## config.mk

```make
export PLATFORM = sky130hd
export DESIGN_NAME = vga_timing_gen
export DESIGN_NICKNAME = d
export VERILOG_FILES = /design/src/rtl/vga_pkg.sv /design/src/rtl/vga_axis_counter.sv /design/src/rtl/vga_timing_gen.sv
export SDC_FILE = /design/constraint.sdc
export NUM_CORES = 1
export LEC_CHECK = 0
export ABC_AREA = 1
export BUFFER_PORTS_ARGS = -buffer_cell sky130_fd_sc_hd__buf_2
export CORE_ASPECT_RATIO = 2
export CORE_MARGIN = 2
export CORE_UTILIZATION = 63
export DETAILED_ROUTE_END_ITERATION = 6
export MAX_ROUTING_LAYER = met4
export PLACE_DENSITY = 0.94
export RECOVER_POWER = 25
export SYNTH_ARGS = -nofsm -noshare
export SYNTH_HDL_FRONTEND = slang
export SYNTH_SLANG_ARGS = --single-unit
export TNS_END_PERCENT = 100
```

## constraint.sdc

```tcl
create_clock -name clk -period 3.75 [get_ports clk]
set_input_delay 0.375 -clock clk [delete_from_list [all_inputs] [get_ports clk]]
set_output_delay 0.375 -clock clk [all_outputs]
set_load 0.03 [all_outputs]
```

## src/rtl/vga_pkg.sv

```systemverilog
// Shared definitions for the VGA timing generator.
// Holds the per-axis segment struct, the 640x480@60 segment constants,
// the default counter width and a helper that sums an axis into its total.
package vga_pkg;

    // One axis of a video timing: lengths of the four segments in the order
    // they occur (sync, back porch, active, front porch).
    typedef struct packed {
        int sync;
        int back;
        int active;
        int front;
    } vga_axis_t;

    localparam int VGA_CW = 10;

    localparam vga_axis_t VGA_640X480_H = '{sync: 96, back: 48, active: 640, front: 16};
    localparam vga_axis_t VGA_640X480_V = '{sync: 2,  back: 33, active: 480, front: 10};

    function automatic int axis_total(input vga_axis_t a);
        return a.sync + a.back + a.active + a.front;
    endfunction

endpackage

```

## src/rtl/vga_axis_counter.sv

```systemverilog
// One axis (horizontal or vertical) of the VGA timing generator.
// Counts 0..TOTAL-1, advancing on adv and wrapping after the last position,
// and decodes the current count into segment flags.
//
// Ports:
//   clk     in   system clock
//   reset   in   asynchronous active-low reset
//   adv     in   advance the counter by one position this clock
//   count   out  current position, 0..TOTAL-1
//   wrap    out  count is at the last position (next adv returns to 0)
//   sync_n  out  low while count is inside the sync segment
//   active  out  high while count is inside the active segment
//   pos     out  offset into the active segment, 0 outside it
module vga_axis_counter #(
    parameter int CW     = 10,
    parameter int SYNC   = 96,
    parameter int BACK   = 48,
    parameter int ACTIVE = 640,
    parameter int FRONT  = 16
) (
    input  logic          clk,
    input  logic          reset,
    input  logic          adv,
    output logic [CW-1:0] count,
    output logic          wrap,
    output logic          sync_n,
    output logic          active,
    output logic [CW-1:0] pos
);

    localparam int TOTAL = SYNC + BACK + ACTIVE + FRONT;

    // Segment boundaries as CW-bit constants so every compare is same-width.
    localparam logic [CW-1:0] LAST     = CW'(TOTAL - 1);
    localparam logic [CW-1:0] SYNC_END = CW'(SYNC);
    localparam logic [CW-1:0] ACT_LO   = CW'(SYNC + BACK);
    localparam logic [CW-1:0] ACT_HI   = CW'(SYNC + BACK + ACTIVE);

    logic [CW-1:0] count_q, count_d;

    always_comb begin
        // NOTE: the hold value is assigned first so every path through this
        // block drives count_d; a missing default would infer a latch.
        count_d = count_q;
        if (adv) begin
            count_d = wrap ? '0 : count_q + 1'b1;
        end
    end

    always_ff @(posedge clk or negedge reset) begin
        // NOTE: state is updated with non-blocking assignments so every
        // register samples pre-edge values regardless of block ordering.
        if (!reset) begin
            count_q <= '0;
        end else begin
            count_q <= count_d;
        end
    end

    assign count  = count_q;
    assign wrap   = (count_q == LAST);
    assign sync_n = (count_q >= SYNC_END);
    assign active = (count_q >= ACT_LO) && (count_q < ACT_HI);
    // Never wraps: only evaluated when count_q is at or above ACT_LO.
    assign pos    = active ? (count_q - ACT_LO) : '0;

endmodule

```

## src/rtl/vga_timing_gen.sv

```systemverilog
// Single-clock VGA timing generator.
// A divider derives the pixel tick from the system clock; two axis counters
// track (hcount, vcount). On each tick the decode of the current position is
// registered onto the outputs while the counters advance, so all outputs lag
// the counters by exactly one tick and change together.
//
// Ports:
//   clk          in   system clock
//   reset        in   asynchronous active-low reset
//   enable       in   low freezes divider, counters and outputs
//   hsync        out  horizontal sync, HSYNC_POL during the pulse
//   vsync        out  vertical sync, VSYNC_POL during the pulse
//   de           out  display enable, both axes in their active segment
//   x            out  active pixel column, 0 when de=0
//   y            out  active line, 0 when de=0
//   line_start   out  one-clock pulse when the pixel at hcount=0 is shown
//   frame_start  out  one-clock pulse when the pixel at (0,0) is shown
module vga_timing_gen
    import vga_pkg::*;
#(
    parameter int CLK_DIV   = 2,
    parameter int CW        = VGA_CW,
    parameter int H_SYNC    = VGA_640X480_H.sync,
    parameter int H_BACK    = VGA_640X480_H.back,
    parameter int H_ACTIVE  = VGA_640X480_H.active,
    parameter int H_FRONT   = VGA_640X480_H.front,
    parameter int V_SYNC    = VGA_640X480_V.sync,
    parameter int V_BACK    = VGA_640X480_V.back,
    parameter int V_ACTIVE  = VGA_640X480_V.active,
    parameter int V_FRONT   = VGA_640X480_V.front,
    parameter bit HSYNC_POL = 1'b0,
    parameter bit VSYNC_POL = 1'b0
) (
    input  logic          clk,
    input  logic          reset,
    input  logic          enable,
    output logic          hsync,
    output logic          vsync,
    output logic          de,
    output logic [CW-1:0] x,
    output logic [CW-1:0] y,
    output logic          line_start,
    output logic          frame_start
);

    localparam vga_axis_t H_AXIS = '{sync: H_SYNC, back: H_BACK, active: H_ACTIVE, front: H_FRONT};
    localparam vga_axis_t V_AXIS = '{sync: V_SYNC, back: V_BACK, active: V_ACTIVE, front: V_FRONT};
    localparam int H_TOTAL = axis_total(H_AXIS);
    localparam int V_TOTAL = axis_total(V_AXIS);

    if (CLK_DIV < 1) begin : g_bad_div
        $error("vga_timing_gen: CLK_DIV must be >= 1");
    end
    if (H_TOTAL > (1 << CW) || V_TOTAL > (1 << CW)) begin : g_bad_total
        $error("vga_timing_gen: axis total does not fit in CW bits");
    end
    if (H_SYNC < 1 || H_BACK < 1 || H_ACTIVE < 1 || H_FRONT < 1 ||
        V_SYNC < 1 || V_BACK < 1 || V_ACTIVE < 1 || V_FRONT < 1) begin : g_bad_segment
        $error("vga_timing_gen: every segment length must be >= 1");
    end

    // Divider: width is at least one bit so CLK_DIV=1 still elaborates; in
    // that case div_q stays 0 and tick simply follows enable.
    localparam int              DW       = (CLK_DIV > 1) ? $clog2(CLK_DIV) : 1;
    localparam logic [DW-1:0]   DIV_LAST = DW'(CLK_DIV - 1);

    logic [DW-1:0] div_q, div_d;
    logic          tick;

    assign tick = enable && (div_q == DIV_LAST);

    always_comb begin
        div_d = div_q;
        if (enable) begin
            div_d = tick ? '0 : div_q + 1'b1;
        end
    end

    logic [CW-1:0] h_count, h_pos, v_count, v_pos;
    logic          h_wrap, h_sync_n, h_active;
    logic          v_wrap_unused, v_sync_n, v_active;

    vga_axis_counter #(
        .CW(CW), .SYNC(H_SYNC), .BACK(H_BACK), .ACTIVE(H_ACTIVE), .FRONT(H_FRONT)
    ) u_h_axis (
        .clk    (clk),
        .reset  (reset),
        .adv    (tick),
        .count  (h_count),
        .wrap   (h_wrap),
        .sync_n (h_sync_n),
        .active (h_active),
        .pos    (h_pos)
    );

    vga_axis_counter #(
        .CW(CW), .SYNC(V_SYNC), .BACK(V_BACK), .ACTIVE(V_ACTIVE), .FRONT(V_FRONT)
    ) u_v_axis (
        .clk    (clk),
        .reset  (reset),
        .adv    (tick && h_wrap),
        .count  (v_count),
        .wrap   (v_wrap_unused),
        .sync_n (v_sync_n),
        .active (v_active),
        .pos    (v_pos)
    );

    // Output register stage.
    logic          hsync_q, hsync_d, vsync_q, vsync_d, de_q, de_d;
    logic [CW-1:0] x_q, x_d, y_q, y_d;
    logic          line_start_q, line_start_d, frame_start_q, frame_start_d;
    logic          both_active;

    assign both_active = h_active && v_active;

    always_comb begin
        hsync_d       = hsync_q;
        vsync_d       = vsync_q;
        de_d          = de_q;
        x_d           = x_q;
        y_d           = y_q;
        // Strobes only survive the tick edge that produced them.
        line_start_d  = 1'b0;
        frame_start_d = 1'b0;
        if (tick) begin
            hsync_d       = h_sync_n ? ~HSYNC_POL : HSYNC_POL;
            vsync_d       = v_sync_n ? ~VSYNC_POL : VSYNC_POL;
            de_d          = both_active;
            x_d           = both_active ? h_pos : '0;
            y_d           = both_active ? v_pos : '0;
            line_start_d  = (h_count == '0);
            frame_start_d = (h_count == '0) && (v_count == '0);
        end
    end

    always_ff @(posedge clk or negedge reset) begin
        if (!reset) begin
            div_q         <= '0;
            hsync_q       <= ~HSYNC_POL;
            vsync_q       <= ~VSYNC_POL;
            de_q          <= 1'b0;
            x_q           <= '0;
            y_q           <= '0;
            line_start_q  <= 1'b0;
            frame_start_q <= 1'b0;
        end else begin
            div_q         <= div_d;
            hsync_q       <= hsync_d;
            vsync_q       <= vsync_d;
            de_q          <= de_d;
            x_q           <= x_d;
            y_q           <= y_d;
            line_start_q  <= line_start_d;
            frame_start_q <= frame_start_d;
        end
    end

    assign hsync       = hsync_q;
    assign vsync       = vsync_q;
    assign de          = de_q;
    assign x           = x_q;
    assign y           = y_q;
    assign line_start  = line_start_q;
    assign frame_start = frame_start_q;

endmodule

```

==> results.yml <==
logic_synthesis:
  yosysTopAreaCell: "dfrtp_1"
  synth_compound_area_share_pct: 4.60
  synth_common_cells: "nand2_1 (103), dfrtp_1 (44), nand3_1 (38), inv_1 (32), nor2_1 (26)"
  syn_nets: 343
  yosys.cell_count.top_type: "nand2_1"
  avgSynthCellArea_sq_um: 7.75
  yosys.area_share.simple_pct: 32.3
  yosys_register_bits: 46
  ys.flop_type: "dfrtp_1"
  synthMuxAreaShare_pct: 0
  synthXorXnorAreaFrac_pct: 5.14
  synth_cells: 330
  synth_cell_types: 25
  yosysTopAreaCellShare_pct: 43.1
  yosys_warnings: 0
  ys_seq_area_share_pct: 45.1
  synth-async-reset-ratio_pct: 100
  netlist_top_cells_area: "dfrtp_1 (43%), nand2_1 (15%), nand3_1 (7.4%)"
  synth_area_sq_mm: 0.00256
  synthAdderAreaFrac_pct: 4.89
  synth_top_family_by_area: "simple AND/OR/NAND/NOR gates"
  synth-edff-count: 0
run_status:
  violations: "max-capacitance violations, max-slew violations"
  outcome: "finished with violations"
clock_network:
  clkLatencyLatePin_ps: 300
  cts_buffers: 5
  cts_tree: "done"
  h-tree-depth: 2
  clk_pin_slew_ps: 90
  cts_setup_buffers: 0
  clock_path_buffers: 2
  clockRootBuffer: "clkbuf_8"
  post_cts_resized: 0
  cts_sinks: 46
  hold_buffers: 0
timing:
  min_period_over_period_pct: 59.1
  tightest_slew_ps: 2420
  relSlewSlack_pct: -61.5
  finClkSkew_ps: 7.20
  fmax_mhz: 451
  setup_viol_count_final: 0
  finalSetupTns_ps: 0
  slew_viol_final: 47
  rsz0062_at_grt: "no"
  hold_violations: 0
  timing.hold.ws_ps: 354
  fin_crit_ps: 2220
global_route:
  antenna_found_initial: 0
  grt_start_max_net_pins: 47
  grt_use_total_pct: 30.8
  grt_pass1_vias: 2175
  grt_pass1_wl_um: 10400
  gr-total-overflow: 0
floorplanning:
  num_io_pins: 28
  rows: 32
  coreArea_sq_mm: 0.00388
  die_y_um: 94.1
  initial_core_util_pct: 65.8
  die_w_um: 49.0
  die_area_sq_mm: 0.00461
routing:
  top_layer: "met4"
  drtIter0Drc: 67
  via_count: 2220
  route.met3.wl_um: 166
  wl_per_cell_um: 15.1
  dr.pass1.iters: 5
  drt-vias-per-instance: 5.50
  wl_um: 6110
  dr_wl_met2_um: 3460
  ant_nets: 0
  drcViolationCount: 0
  drt-met1-wl_um: 2150
worst_setup_path:
  path_delay_family: "simple AND/OR/NAND/NOR gates"
  crit_path_max_incr_delay_ps: 560
  start_kind: "flop"
  r2r_slack_ps: 1530
  cp.buffers_inverters: 1
  end_kind: "flop"
  worstPathCellList: "inv_1, ha_1, nand2_1, a21oi_1, nand3_1, nor2_2, nand3_1, nand2_1"
  required_ps: 3990
  arrival_ps: 2450
  cp_max_fo: 21
  path_class: "flop to flop"
  slowest_stage: "nor2_2"
min_path:
  hp-class: "input pin to flop"
power_and_ir_drop:
  p_comb_share_pct: 37.9
  seq_power_share_pct: 43.8
  power.total_mw: 1.67
  peakVddDrop_uv: 384
  power_density_mw_per_mm2: 604
  p_sw_share_pct: 44.0
  p_int_mw: 0.933
  total_leakage_power_nw: 1.47
  clockPowerShare_pct: 18.3
  switchingPower_mw: 0.733
finish:
  nets: 365
  syn_to_final_growth_pct: 7.88
  utilization_pct: 71.0
  n_antenna_cell: 0
  drive_gt1_share_pct: 11.3
place:
  port-buffer-count: 27
  gp_congestion: 1.02
  hpwlAfterDp_um: 4610
run:
  max_cap_violations: 1
per-layer routing:
metal,global-route usage [%],vias up
li1,-,1092
met1,31.4,1034
met2,56.1,67
met3,2.55,27
met4,19.3,0
met5,-,-
power groups by stage:
stage / registers [mW] / logic, mW / clock network, mW
global placement: 0.734 / 0.620 / 0
global route: 0.750 / 0.706 / 0.322
CTS: 0.730 / 0.634 / 0.304
detailed placement: 0.739 / 0.630 / 0
floorplan: 0.873 / 0.302 / 0
finish: 0.729 / 0.632 / 0.304
cell usage in the layout (no fill, tap or decap), drive strengths merged:
cell	instances
nor4	1
buf	26
clkbuf	7
xnor2	1
dfstp	2
nand3b	2
ha	10
nand2	104
or3	1
xor2	14
nor2	30
nor3	10
a21oi	8
a31oi	2
o21ai	13
nand3	38
clkinv	2
nand4	6
dfrtp	44
inv	32
worst reg2reg max path, delay by kind of cell, from the launching register on:
| kind | cells | cell delay, ps |
|---|---|---|
| and+or+nand+nor | 5 | 1050 |
| adders and majority gates | 1 | 250 |
| AOI/OAI and AO/OA | 1 | 170 |
| buffers and inverters | 1 | 250 |
| DFF | 1 | 440 |
through the flow:
stage,setup WS [ps],cells,cell area (sq um)
after floorplan,2240,330,2560
after global placement,1570,396,2670
after detailed placement,1550,396,2670
after CTS,1530,404,2760
after global routing,995,404,2760
final,1530,404,2760
area by class of cell:
cell class / instances / area (sq um)
sequential: 46 / 1150
clock buffer: 6 / 72.6
clock inverter: 2 / 13.8
inverter: 32 / 120
tap: 51 / 63.8
fill: 335 / 1130
multi-input combinational: 240 / 1200
timing repair buffer: 27 / 134
state kept, by name, indices dropped and copies added, names as in the netlist:
name	flops
de	1
div_q	1
frame_start	1
hsync	1
line_start	1
u_h_axis.count	10
u_v_axis.count	10
vsync	1
x	10
y	10
worst paths after layout:
check,end,cells past startpoint,from
worst min-delay path,div_q,3,enable
worst max register to register,x[3],8,u_h_axis.count[4]
min in group asynchronous,u_h_axis.count[6],1,reset
worst max-delay path,x[3],8,u_h_axis.count[4]
worst min register to register,x[1],2,x[1]
max in group asynchronous,u_h_axis.count[1],1,reset
cells by family after synthesis:
family / Yosys count
DFF: 46
xor gates and xnor gates: 15
adders and majority gates: 10
AOI/OAI and AO/OA: 23
and+or+nand+nor: 192
buffers and inverters: 44
No activity file was read; power rests on OpenSTA's default activity.
